File: config.mk
export PLATFORM = sky130hd
export DESIGN_NAME = vending_port_arbiter
export DESIGN_NICKNAME = d
export VERILOG_FILES = /design/src/rtl/vending_port_arbiter.sv
export SDC_FILE = /design/constraint.sdc
export NUM_CORES = 1
export LEC_CHECK = 0
export CELL_PAD_IN_SITES_DETAIL_PLACEMENT = 1
export CELL_PAD_IN_SITES_GLOBAL_PLACEMENT = 1
export CORE_MARGIN = 3
export CORE_UTILIZATION = 39
export DETAILED_ROUTE_END_ITERATION = 8
export GPL_TIMING_DRIVEN = 1
export PLACE_DENSITY = 0.85
export RECOVER_POWER = 50
export SLEW_MARGIN = 20
export SYNTH_ARGS = -nofsm -noshare
export SYNTH_HDL_FRONTEND = slang
export SYNTH_SLANG_ARGS = --single-unit
export TNS_END_PERCENT = 10
File: constraint.sdc
create_clock -name clk -period 3.3 [get_ports clk]
set_input_delay 0.66 -clock clk [delete_from_list [all_inputs] [get_ports clk]]
set_output_delay 0.66 -clock clk [all_outputs]
set_load 0.05 [all_outputs]
File: src/rtl/vending_port_arbiter.sv
// vending_port_arbiter
//   Shares one Vending core among NREQ kiosks. After reset it collects
//   PRODUCTNUM prices over a valid/ready handshake while holding the core in
//   reset. It then releases the core and streams the prices on core_di.
//   From then on it serves kiosk purchases one at a time in round-robin order
//   and routes each result back to the kiosk that asked for it.
//
// Ports
//   clk, rst        clock (rising edge), synchronous active-high reset
//   cfg_valid/price price entry offered in index order 0..PRODUCTNUM-1
//   cfg_ready       price accepted this cycle (high while collecting)
//   req             per-kiosk request level, held until gnt
//   req_money       per-kiosk money, kiosk i on bits [8i+7:8i]
//   req_sel         per-kiosk product select, kiosk i on bits [2i+1:2i]
//   gnt             one-hot pulse; request data is taken in this cycle
//   rsp_valid       one-hot pulse to the owning kiosk
//   rsp_change      change for the owning kiosk, valid with rsp_valid
//   rsp_product     product for the owning kiosk, valid with rsp_valid
//   core_rst        reset to the Vending core
//   core_di         price stream to the core
//   core_mi         money to the core
//   core_sel        product select to the core
//   core_mo         change returned by the core
//   core_po         product returned by the core
//   busy            high in every state except IDLE

module vending_port_arbiter #(
  parameter int unsigned NREQ       = 4,
  parameter int unsigned PRODUCTNUM = 3,
  parameter int unsigned CORE_LAT   = 1
) (
  input  logic              clk,
  input  logic              rst,
  input  logic              cfg_valid,
  input  logic [7:0]        cfg_price,
  output logic              cfg_ready,
  input  logic [NREQ-1:0]   req,
  input  logic [NREQ*8-1:0] req_money,
  input  logic [NREQ*2-1:0] req_sel,
  output logic [NREQ-1:0]   gnt,
  output logic [NREQ-1:0]   rsp_valid,
  output logic [7:0]        rsp_change,
  output logic [1:0]        rsp_product,
  output logic              core_rst,
  output logic [7:0]        core_di,
  output logic [7:0]        core_mi,
  output logic [1:0]        core_sel,
  input  logic [7:0]        core_mo,
  input  logic [1:0]        core_po,
  output logic              busy
);

  localparam int unsigned PW = $clog2(NREQ);
  localparam int unsigned CW = PW + 1;
  localparam int unsigned IW = (PRODUCTNUM > 1) ? $clog2(PRODUCTNUM) : 1;
  localparam int unsigned LW = (CORE_LAT > 1) ? $clog2(CORE_LAT) : 1;

  localparam logic [IW-1:0] LAST_IDX  = IW'(PRODUCTNUM - 1);
  localparam logic [LW-1:0] LAST_WAIT = LW'(CORE_LAT - 1);
  localparam logic [PW-1:0] LAST_REQ  = PW'(NREQ - 1);
  localparam logic [CW-1:0] NREQ_W    = CW'(NREQ);

  typedef enum logic [2:0] {
    S_COLLECT,
    S_STREAM,
    S_IDLE,
    S_ISSUE,
    S_WAIT,
    S_RESP
  } state_t;

  state_t        state;
  logic [7:0]    price_tab [PRODUCTNUM];
  logic [IW-1:0] idx;
  logic [IW-1:0] scnt;
  logic [LW-1:0] wcnt;
  logic [PW-1:0] ptr;
  logic [PW-1:0] owner;

  logic          pick_hit;
  logic [PW-1:0] pick_idx;
  logic [CW-1:0] cand;
  logic [7:0]    money_pick;
  logic [1:0]    sel_pick;

  // Round-robin search: walk ptr, ptr+1, ... modulo NREQ, take the first request.
  always_comb begin
    pick_hit = 1'b0;
    pick_idx = '0;
    cand     = '0;
    for (int unsigned i = 0; i < NREQ; i++) begin
      cand = {1'b0, ptr} + CW'(i);
      if (cand >= NREQ_W) cand = cand - NREQ_W;
      if (!pick_hit && req[cand[PW-1:0]]) begin
        pick_hit = 1'b1;
        pick_idx = cand[PW-1:0];
      end
    end
  end

  always_comb begin
    money_pick = '0;
    sel_pick   = '0;
    for (int unsigned k = 0; k < NREQ; k++) begin
      if (pick_idx == PW'(k)) begin
        money_pick = req_money[8*k +: 8];
        sel_pick   = req_sel[2*k +: 2];
      end
    end
  end

  // gnt is decoded from the registered state so it marks the very cycle in
  // which the request data is sampled; this keeps gnt->rsp at CORE_LAT+2.
  always_comb begin
    gnt = '0;
    if (state == S_IDLE && pick_hit) gnt[pick_idx] = 1'b1;
  end

  always_ff @(posedge clk) begin
    if (rst) begin
      state       <= S_COLLECT;
      cfg_ready   <= 1'b1;
      core_rst    <= 1'b1;
      busy        <= 1'b1;
      core_di     <= '0;
      core_mi     <= '0;
      core_sel    <= '0;
      rsp_valid   <= '0;
      rsp_change  <= '0;
      rsp_product <= '0;
      ptr         <= '0;
      owner       <= '0;
      idx         <= '0;
      scnt        <= '0;
      wcnt        <= '0;
      for (int unsigned i = 0; i < PRODUCTNUM; i++) price_tab[i] <= '0;
    end else begin
      case (state)
        S_COLLECT: begin
          if (cfg_valid) begin
            price_tab[idx] <= cfg_price;
            if (idx == LAST_IDX) begin
              state     <= S_STREAM;
              cfg_ready <= 1'b0;
              core_rst  <= 1'b0;
              scnt      <= '0;
              // With a single entry the first streamed price is the one being accepted.
              core_di   <= (idx == '0) ? cfg_price : price_tab[0];
            end else begin
              idx <= idx + IW'(1);
            end
          end
        end

        S_STREAM: begin
          if (scnt == LAST_IDX) begin
            state   <= S_IDLE;
            busy    <= 1'b0;
            core_di <= '0;
          end else begin
            scnt    <= scnt + IW'(1);
            core_di <= price_tab[scnt + IW'(1)];
          end
        end

        S_IDLE: begin
          if (pick_hit) begin
            state    <= S_ISSUE;
            busy     <= 1'b1;
            owner    <= pick_idx;
            core_mi  <= money_pick;
            core_sel <= sel_pick;
          end
        end

        S_ISSUE: begin
          core_mi  <= '0;
          core_sel <= '0;
          wcnt     <= '0;
          state    <= S_WAIT;
        end

        S_WAIT: begin
          if (wcnt == LAST_WAIT) begin
            state       <= S_RESP;
            rsp_valid   <= NREQ'(1) << owner;
            rsp_change  <= core_mo;
            rsp_product <= core_po;
          end else begin
            wcnt <= wcnt + LW'(1);
          end
        end

        S_RESP: begin
          rsp_valid <= '0;
          ptr       <= (owner == LAST_REQ) ? '0 : owner + PW'(1);
          state     <= S_IDLE;
          busy      <= 1'b0;
        end

        default: begin
          state     <= S_COLLECT;
          cfg_ready <= 1'b1;
          core_rst  <= 1'b1;
          busy      <= 1'b1;
          idx       <= '0;
        end
      endcase
    end
  end

endmodule

==> results.md, run 1 <==
Synthesis:
- The number of cells produced by synthesis is 392.
- The netlist uses 44 different library cells.
- The total nets after synthesis is 466.
- After synthesis, flip-flops and latches occupy 48.3% of the total area.
- Yosys mapped a number of flops with a built-in enable equal to 32.
- In the synthesized netlist the async set-or-reset flop fraction comes to 0%.
- The average footprint of a synthesized cell is 9.83 um2.
- The synthesis warning total is 0.
- In this run the cell area of the synthesized design comes to 0.00385 mm2.
- Counting flops and latches in the post-synthesis netlist gives 77.
- In the synthesized netlist the dominant register cell turns out to be sky130_fd_sc_hd__dfxtp_1.

Routing:
- The average detailed-routed wire length per instance is 19.0 um.
- The number of routed nets with antenna violations is 0.
- The detailed-routing iteration count for the pre-antenna-repair pass is 4.
- The detailed router finished its first iteration with 196 violations.
- The via density per instance is 5.53.
- Wires add up to 11800 um.
- The count of unresolved DRC violations after routing is 0.
- The overall via count from detail_route is 3449.

Final layout:
- The final net count is 564.
- Relative to the synthesized area, the layout overhead comes to 36.7%.
- The post-route netlist has 8.69% of its cells at a drive strength greater than 1.
- The final antenna diode count is 0.
- The final instance area is 0.00527 mm2.

Timing:
- The count of final setup violators is 0.
- The aggregate negative setup slack is 0 ns.
- The final number of hold-violating endpoints is 0.
- The worst clock skew on the final layout is 0.00942 ns.
- Setup repair after global routing left no endpoint under its margin.
- The final number of max-transition violations came to 42.
- The final worst-path cycle share is 98.0%.
- The final critical-path required period is 3.23 ns.
- Measured against its own limit, the worst slew margin works out to -29.6%.
- The maximum clock frequency is 0.309 GHz.
- The slew at the pin closest to its max-slew limit is 1.94 ns.

Clock network:
- The total CTS buffers is 9.
- The number of hold buffers added after CTS is 0.
- The number of setup buffers added after CTS is 0.
- The CTS root buffer is sky130_fd_sc_hd__clkbuf_8.
- The clock edge transition at the registers on the reported setup and hold paths is 0.09 ns.
- Gates resized during post-CTS repair numbered 0.
- The clock sink count is 77.
- The later pin in the worst-skew pair is clocked with a latency of 0.36 ns.
- TritonCTS built the clock tree.
- The deepest level of the CTS H-tree is 3.
- No sink is reached through more buffers than the 2 on the longest clock path.

Global route:
- The first global-routing pass estimated 19200 um of wire.
- The remaining global-route overflow is 0.
- The initial antenna violation count is 0.
- Entering global routing, the biggest net connects 42 pins.
- The global router's overall resource usage is 21.7%.
- The number of global-route vias before repair is 3651.

Outcome:
- The run finished, with violations left.
- The checks that failed: max-capacitance violations, max-slew violations.

Critical path:
- The worst register-to-register path ends at price_tab[3][0]$_DFFE_PP_.
- STA puts the critical path data arrival time at 2.57 ns.
- The slack of the worst reg-to-reg path is 0.81 ns.
- The type of the worst setup path is primary input to primary output.
- The required time of the critical path is 2.64 ns.
- The worst setup path is launched from a primary input.
- The logic depth of the worst register-to-register path is 5.
- The worst setup path is captured at a primary output.
- In this run the critical register-to-register path is launched from state[1]$_SDFFE_PP0P_.
- Along the worst path, the maximum fanout reaches 7.

Run:
- The number of max-capacitance violations reported is 1.

Floorplan:
- The chip height is 105 um.
- The area of the die is 0.0111 mm2.
- The area of the core is 0.00942 mm2.
- The initial standard-cell utilization of the core is 40.9%.
- Measured along the x axis, the die boundary spans 105 um.
- The number of primary I/O pins is 104.
- The row count is 35.

Min path:
- The worst hold path passes through 2 cells.
- The worst min-delay path endpoint is core_mi[2]$_SDFFE_PP0P_.
- The beginning of the worst hold path is core_mi[2]$_SDFFE_PP0P_.
- The worst min-delay path category is flop to flop.

Place:
- After legalization and detailed placement, the total HPWL measured 8690 um.
- The final weighted congestion of routability-driven global placement is 0.907.
- The placed instances occupy a cell area of 0.00505 mm2.
- The number of port buffers is 103.

Power and ir drop:
- The power density of the placed cells is 428 mW/mm2.
- The switching power total is 0.600 mW.
- The share of total power dissipated in combinational logic is 16.6%.
- The proportion of total power due to net switching is 26.6%.
- The sequential fraction of design power is 46.4%.
- VDD sags by at most 0.230 mV.
- Cell internal power was estimated by the tool at 1.65 mW.
- The clock network power share is 37.0%.
- The leakage dissipation is 2.08 nW.
[state kept, by name, indices dropped and copies added, names as in the netlist]
register / cells
core_rst: 1
rsp_product: 2
busy: 1
owner: 2
core_mi: 8
scnt: 2
ptr: 2
state: 3
idx: 2
rsp_change: 8
price_tab: 32
core_di: 8
core_sel: 2
rsp_valid: 4
[synth_stat cells, drive strengths merged, types with 2 or more instances]
master / n / share of area (%)
a21o: 2 / 0.39
a21oi: 28 / 3.7
and3: 33 / 5.4
buf: 13 / 1.7
clkbuf: 16 / 1.6
dfxtp: 45 / 23
edfxtp: 32 / 25
ha: 9 / 2.9
inv: 8 / 0.78
mux2i: 24 / 6.2
mux4: 8 / 4.7
nand2: 38 / 3.7
nand2b: 6 / 0.97
nand3: 12 / 1.6
nand3b: 9 / 1.8
nor2: 37 / 3.8
nor2b: 3 / 0.49
nor3: 7 / 0.91
nor3b: 6 / 1.3
o21ai: 27 / 3.5
o221ai: 11 / 2.5
or3: 3 / 0.49
[per-layer routing]
layer / vias to the layer above / GRT usage, % / wire, um
met4: 0 / 8.53 / 280
met1: 1680 / 25.8 / 4930
met3: 27 / 4.65 / 706
met5: - / 0 / 0
met2: 121 / 38.3 / 5920
li1: 1621 / - / -
[final cells by class]
type / instances / area [um2]
inverter: 8 / 30.0
multi-input combinational: 278 / 1840
fill: 1066 / 4150
timing repair buffer: 116 / 1150
sequential: 77 / 1860
clock buffer: 10 / 138
clock inverter: 6 / 92.6
tap: 129 / 161
[worst max-delay path: stages]
cell                              delay, ns
sky130_fd_sc_hd__clkdlybuf4s50_1       0.55
sky130_fd_sc_hd__a21oi_1               0.20
sky130_fd_sc_hd__nor3b_1               0.09
sky130_fd_sc_hd__or3_1                 0.48
sky130_fd_sc_hd__nor3_1                0.39
sky130_fd_sc_hd__buf_12                0.19
[how the worst max path moves through the flow]
stage / startpoint / endpoint / slack, ns / cells past startpoint
6_report: req[1] / gnt[3] / 0.07 / 6
5_1_grt: req[1] / gnt[3] / 0.02 / 6
4_1_cts: req[0] / gnt[3] / 0.09 / 6
3_5_place_dp: req[0] / gnt[3] / 0.09 / 6
3_3_place_gp: req[0] / gnt[2] / 0.16 / 6
2_1_floorplan: req[0] / gnt[2] / 0.07 / 5
[power groups by stage]
stage                     combinational (mW)  sequential (mW)  clock, mW
final                                  0.374             1.05      0.834
after global routing                   0.402             1.05      0.886
after CTS                              0.378             1.05      0.848
after detailed placement               0.372             1.07          0
after global placement                 0.357             1.07          0
after floorplan                        0.182             1.09          0
[stage by stage]
stage / power (mW) / hold slack [ns] / instances / setup WS [ns] / utilization, %
finish: 2.25 / 0.445 / 624 / 0.0674 / 56.0
global route: 2.34 / 0.473 / 624 / 0.0244 / 56.0
CTS: 2.27 / 0.453 / 624 / 0.0910 / 56.1
detailed placement: 1.44 / 0.442 / 608 / 0.0903 / 53.6
global placement: 1.42 / 0.433 / 608 / 0.164 / 53.6
floorplan: 1.27 / 0.468 / 392 / 0.0671 / -
[layout by cell type, fill, tap and decap left out, types with 9 or more instances in the layout]
| cell type | instances |
|---|---|
| sky130_fd_sc_hd__a21oi_1 | 27 |
| sky130_fd_sc_hd__and3_1 | 33 |
| sky130_fd_sc_hd__buf_4 | 12 |
| sky130_fd_sc_hd__clkbuf_8 | 10 |
| sky130_fd_sc_hd__clkdlybuf4s50_1 | 87 |
| sky130_fd_sc_hd__dfxtp_1 | 45 |
| sky130_fd_sc_hd__dlygate4sd3_1 | 12 |
| sky130_fd_sc_hd__edfxtp_1 | 32 |
| sky130_fd_sc_hd__ha_1 | 9 |
| sky130_fd_sc_hd__mux2i_1 | 24 |
| sky130_fd_sc_hd__nand2_1 | 38 |
| sky130_fd_sc_hd__nand3_1 | 12 |
| sky130_fd_sc_hd__nand3b_1 | 9 |
| sky130_fd_sc_hd__nor2_1 | 36 |
| sky130_fd_sc_hd__o21ai_0 | 17 |
| sky130_fd_sc_hd__o21ai_1 | 10 |
| sky130_fd_sc_hd__o221ai_1 | 11 |
[logic make-up (layout without fill, tap and decap cells)]
logic type	count (synthesis)	in the layout	share of synthesized area, %
buf+inv	37	140	4.02
simple gates	161	161	21.7
mux	32	32	10.9
flops	77	77	48.3
compound gates	76	76	12.1
fa+ha+maj	9	9	2.92
Power figures use the tool's default switching activity.
==> run 2: changes to the inputs <==
ABC_AREA = 1   (was not set)
CORE_UTILIZATION = 38   (was 39)
GPL_TIMING_DRIVEN = not set   (was 1)
SLEW_MARGIN = 10   (was 20)
==> results.md, run 2 <==
Global route:
- The number of global-route vias before repair is 4268 (+17%).
- The remaining global-route overflow is 0 (unchanged).
- The pin count of the biggest net entering global routing is 32 (-24%).
- The global router's overall resource usage is 20.2% (-1.5 points).
- The initial antenna violation count is 0 (unchanged).
- The wire length of the first global-routing pass is 20300 um (+5.5%).

Synthesis:
- The biggest area contributor in the post-synthesis netlist is sky130_fd_sc_hd__edfxtp_1.
- The post-synthesis cell type count came to 38 (-14%).
- The average footprint of a synthesized cell is 7.79 um2 (-21%).
- The number of cells produced by synthesis came to 532 (+36%).
- The proportion of netlist area held by the largest area contributor was 23.2% (-1.7 points).
- After synthesis, the cell types taking the most area are sky130_fd_sc_hd__edfxtp_1 23%, sky130_fd_sc_hd__dfxtp_1 22%, sky130_fd_sc_hd__nand2_1 10%.
- The count of flip-flops with a built-in enable after synthesis was 32 (unchanged).
- The mapped cell area is 0.00414 mm2 (+7.5%).
- The async set-or-reset flop fraction in the synthesized netlist was 0% (unchanged).
- The fraction of the yosys area taken by sequential cells came to 44.9% (-3.4 points).
- The total nets after synthesis is 606 (+30%).
- The synthesis warning total is 0 (unchanged).
- The commonest cells after synthesis are 110 x sky130_fd_sc_hd__nand2_1, 85 x sky130_fd_sc_hd__nor2_1, 61 x sky130_fd_sc_hd__inv_1, 45 x sky130_fd_sc_hd__dfxtp_1, 41 x sky130_fd_sc_hd__o21ai_0.
- The most used flip-flop cell after synthesis is sky130_fd_sc_hd__dfxtp_1.
- Among all cell types in the netlist, the one instantiated most often is sky130_fd_sc_hd__nand2_1.
- The number of synthesized register bits is 77 (unchanged).

Routing:
- The detailed-routing iteration count for the pre-antenna-repair pass is 4 (unchanged).
- The number of routed nets with antenna violations came to 0 (unchanged).
- The violation count after the first detailed-route iteration came to 207 (+5.6%).
- The count of unresolved DRC violations after routing is 0 (unchanged).
- The average detailed-routed wire length per instance is 15.8 um (-17%).
- The via density per instance came to 5.03 (-9.0%).
- The wire length after detailed routing is 12200 um (+3.2%).
- The overall via count from detail_route is 3894 (+13%).

Timing:
- The final number of hold-violating endpoints is 0 (unchanged).
- The maximum clock frequency is 0.321 GHz (+3.6%).
- The worst clock skew on the final layout came to 0.00640 ns (-0.00302 ns).
- The count of final setup violators is 0 (unchanged).
- The final critical-path required period is 3.12 ns (-0.113 ns).
- Setup repair after global routing left no endpoint under its margin.
- The final worst-path cycle share is 94.5% (-3.4 points).
- The relative max-transition margin is 46.4% (+76 points).
- The slew at the pin closest to its max-slew limit is 0.801 ns (-1.14 ns).
- The aggregate negative setup slack is 0 ns (unchanged).
- The final number of max-transition violations is 0 (-100%).

Power and ir drop:
- The cell-internal power is 2.06 mW (+25%).
- The worst voltage drop across the vdd grid was 0.505 mV (+120%).
- The power density of the placed cells is 646 mW/mm2 (+51%).
- The switching power total was 1.50 mW (+150%).
- The sequential fraction of design power was 35.1% (-11 points).
- The total power after layout is 3.56 mW (+58%).
- The proportion of total power due to net switching is 42.2% (+16 points).
- The leakage dissipation is 2.43 nW (+17%).
- The clock network power share is 20.0% (-17 points).
- The combinational power share is 44.9% (+28 points).

Critical path:
- The number of buffers and inverters on the critical path is 4 (+2).
- The largest driver fanout on the critical path is 15 (+8).
- The largest individual stage delay along the critical path comes from the cell sky130_fd_sc_hd__clkdlybuf4s50_1.
- The data arrival time at the worst-slack endpoint was 2.46 ns (-0.11 ns).
- In this run the critical register-to-register path is launched from state[0]$_SDFFE_PP0P_.
- The worst setup path is of the primary input to primary output kind.
- The number of stages on the worst setup path came to 13 (+7).
- The required time of the critical path was 2.64 ns (about the same).
- The kind of capture point of the worst setup path is a primary output.
- The terminus of the critical flop-to-flop path is scnt[0]$_SDFFE_PP0P_.
- The logic depth of the worst register-to-register path came to 11 (+6).
- The largest incremental delay on the critical path came to 0.42 ns (-0.13 ns).
- The slack of the worst reg-to-reg path came to 0.57 ns (-0.24 ns).
- The type of origin of the critical path is a primary input.
- Traced cell by cell, the critical path runs through clkdlybuf4s50_1 -> inv_1 -> nand2_1 -> nand3_2 -> nand2_2 -> nor2_4 -> nand3_2 -> nand2_2 -> nand2_4 -> inv_4 -> nand2_1 -> nor2_1 -> buf_12.
- Grouping stages by cell kind, the critical path spends the most delay in simple AND/OR/NAND/NOR gates.

Clock network:
- The clock latency on the worst-skew pair is 0.35 ns (about the same).
- In this run the clock root is driven by a sky130_fd_sc_hd__clkbuf_8.
- The total CTS buffers is 9 (unchanged).
- TritonCTS built the clock tree.
- The clock edge transition at the registers on the reported setup and hold paths is 0.08 ns (about the same).
- The largest buffer count on any clock path is 2 (unchanged).
- The clock sink count is 77 (unchanged).
- The post-CTS setup buffer count is 0 (unchanged).
- The deepest level of the CTS H-tree came to 3 (unchanged).

Final layout:
- The post-route non-filler standard cell count is 774 (+24%).
- Leaving out fill and tap cells, the most frequent cells in the layout are 110 x sky130_fd_sc_hd__nand2_1, 87 x sky130_fd_sc_hd__nor2_1, 69 x sky130_fd_sc_hd__clkdlybuf4s50_1.
- The final antenna diode count was 0 (unchanged).
- The flip-flop count of the largest register, all copies and words added is 32 (unchanged).
- The fraction of layout instances using a drive strength above 1 is 10.8% (+2.1 points).
- The area added between synthesis and finish is 33.1%.
- The final net count is 707 (+25%).
- More flip-flops sit in one register than any other, and that register is price_tab.
- The final design utilization is 52.7% (-3.3 points).
- The commonest non-fill, non-tap cell in the layout is sky130_fd_sc_hd__nand2_1.

Floorplan:
- The row count is 37 (+5.7%).
- The number of primary I/O pins is 104 (unchanged).
- The initial standard-cell utilization of the core is 39.6% (-1.3 points).
- The chip height is 110 um (+4.7%).
- The horizontal die dimension came to 110 um (+4.7%).
- The area of the die is 0.0122 mm2 (+9.7%).
- The area of the core is 0.0105 mm2 (+11%).

Min path:
- The beginning of the worst hold path is core_mi[7]$_SDFFE_PP0P_.
- The worst min-delay path endpoint is core_mi[7]$_SDFFE_PP0P_.
- The number of stages on the worst hold path is 2 (unchanged).
- The worst min-delay path category is flop to flop.

Place:
- The final weighted congestion of routability-driven global placement is 0.856 (-5.6%).
- The detailed placer's ending HPWL came to 9290 um (+6.9%).
- The cell count after placement is 758 (+25%).
- The number of port buffers was 103 (unchanged).

Run:
- The number of max-capacitance violations reported is 0 (-1).

Outcome:
- The flow ran to the end, and the final reports show no timing, DRC or antenna violations.
==> run 2: changes by cell type after synthesis, sizes merged, moves of 9 or more <==
cell	before	now
and3	33	0
inv	8	65
mux2i	24	0
nand2	38	124
nand3	12	23
nand3b	9	0
nor2	37	90
o21ai	27	43
o221ai	11	0
==> run 2: metrics by stage <==
step                      worst slack (ns)  hold slack (ns)  cell area (um2)
after global routing               0.00793            0.510             5520
final                                0.181            0.476             5520
after detailed placement             0.131            0.462             5320
after global placement               0.220            0.457             5320
after CTS                           0.0473            0.476             5530
after floorplan                      0.167            0.476             4140
==> run 2: what timing repair did <==
item | 4_1_cts | 5_1_grt
hold buffers | 0 | 0
gates resized for setup | 0 | 2
endpoints found under the setup margin | 0 | 4
==> run 2: kinds of logic after synthesis <==
group,count (synthesis),synth area share [%]
muxes,8,2.17
buffers and inverters,87,8.85
DFF,77,44.9
adders and majority gates,9,2.72
and+or+nand+nor,254,27.1
AOI/OAI and AO/OA,97,14.2
==> run 2: how the worst max path moves through the flow <==
| stage | from | to | slack, ns |
|---|---|---|---|
| finish | req[0] | gnt[1] | 0.18 |
| global route | req[0] | gnt[1] | 0.008 |
| CTS | ptr[0]$_SDFFE_PP0N_ | gnt[0] | 0.05 |
| detailed placement | req[0] | gnt[0] | 0.13 |
| global placement | req[1] | gnt[0] | 0.22 |
| floorplan | req[0] | gnt[0] | 0.17 |
==> run 2: cell type report <==
cell class	instances	area (um2)
Clock buffer	11	174
Clock inverter	5	28.8
Fill cell	1322	4950
Inverter	67	254
Multi-Input combinational cell	368	1910
Sequential cell	77	1860
Tap cell	136	170
Timing Repair Buffer	110	1120
==> run 2: metal layers <==
layer,global-route usage (%),vias to the layer above,routed length (um)
met4,6.81,0,232
met5,0,-,0
met2,38.3,78,6600
met3,4.49,15,469
li1,-,1946,-
met1,22.1,1855,4920
==> run 2: worst min-delay path, stage by stage (launching register included) <==
cell and delay, ns:
sky130_fd_sc_hd__dfxtp_1 0.32, sky130_fd_sc_hd__nand2_1 0.06, sky130_fd_sc_hd__a21oi_1 0.06
==> run 2: power groups by stage <==
stage                     combinational (mW)  clock (mW)  sequential [mW]
final                                   1.60       0.714             1.25
after global routing                    1.76       0.770             1.27
after CTS                               1.64       0.728             1.25
after detailed placement                1.63           0             1.27
after global placement                  1.57           0             1.26
after floorplan                        0.813           0             1.54
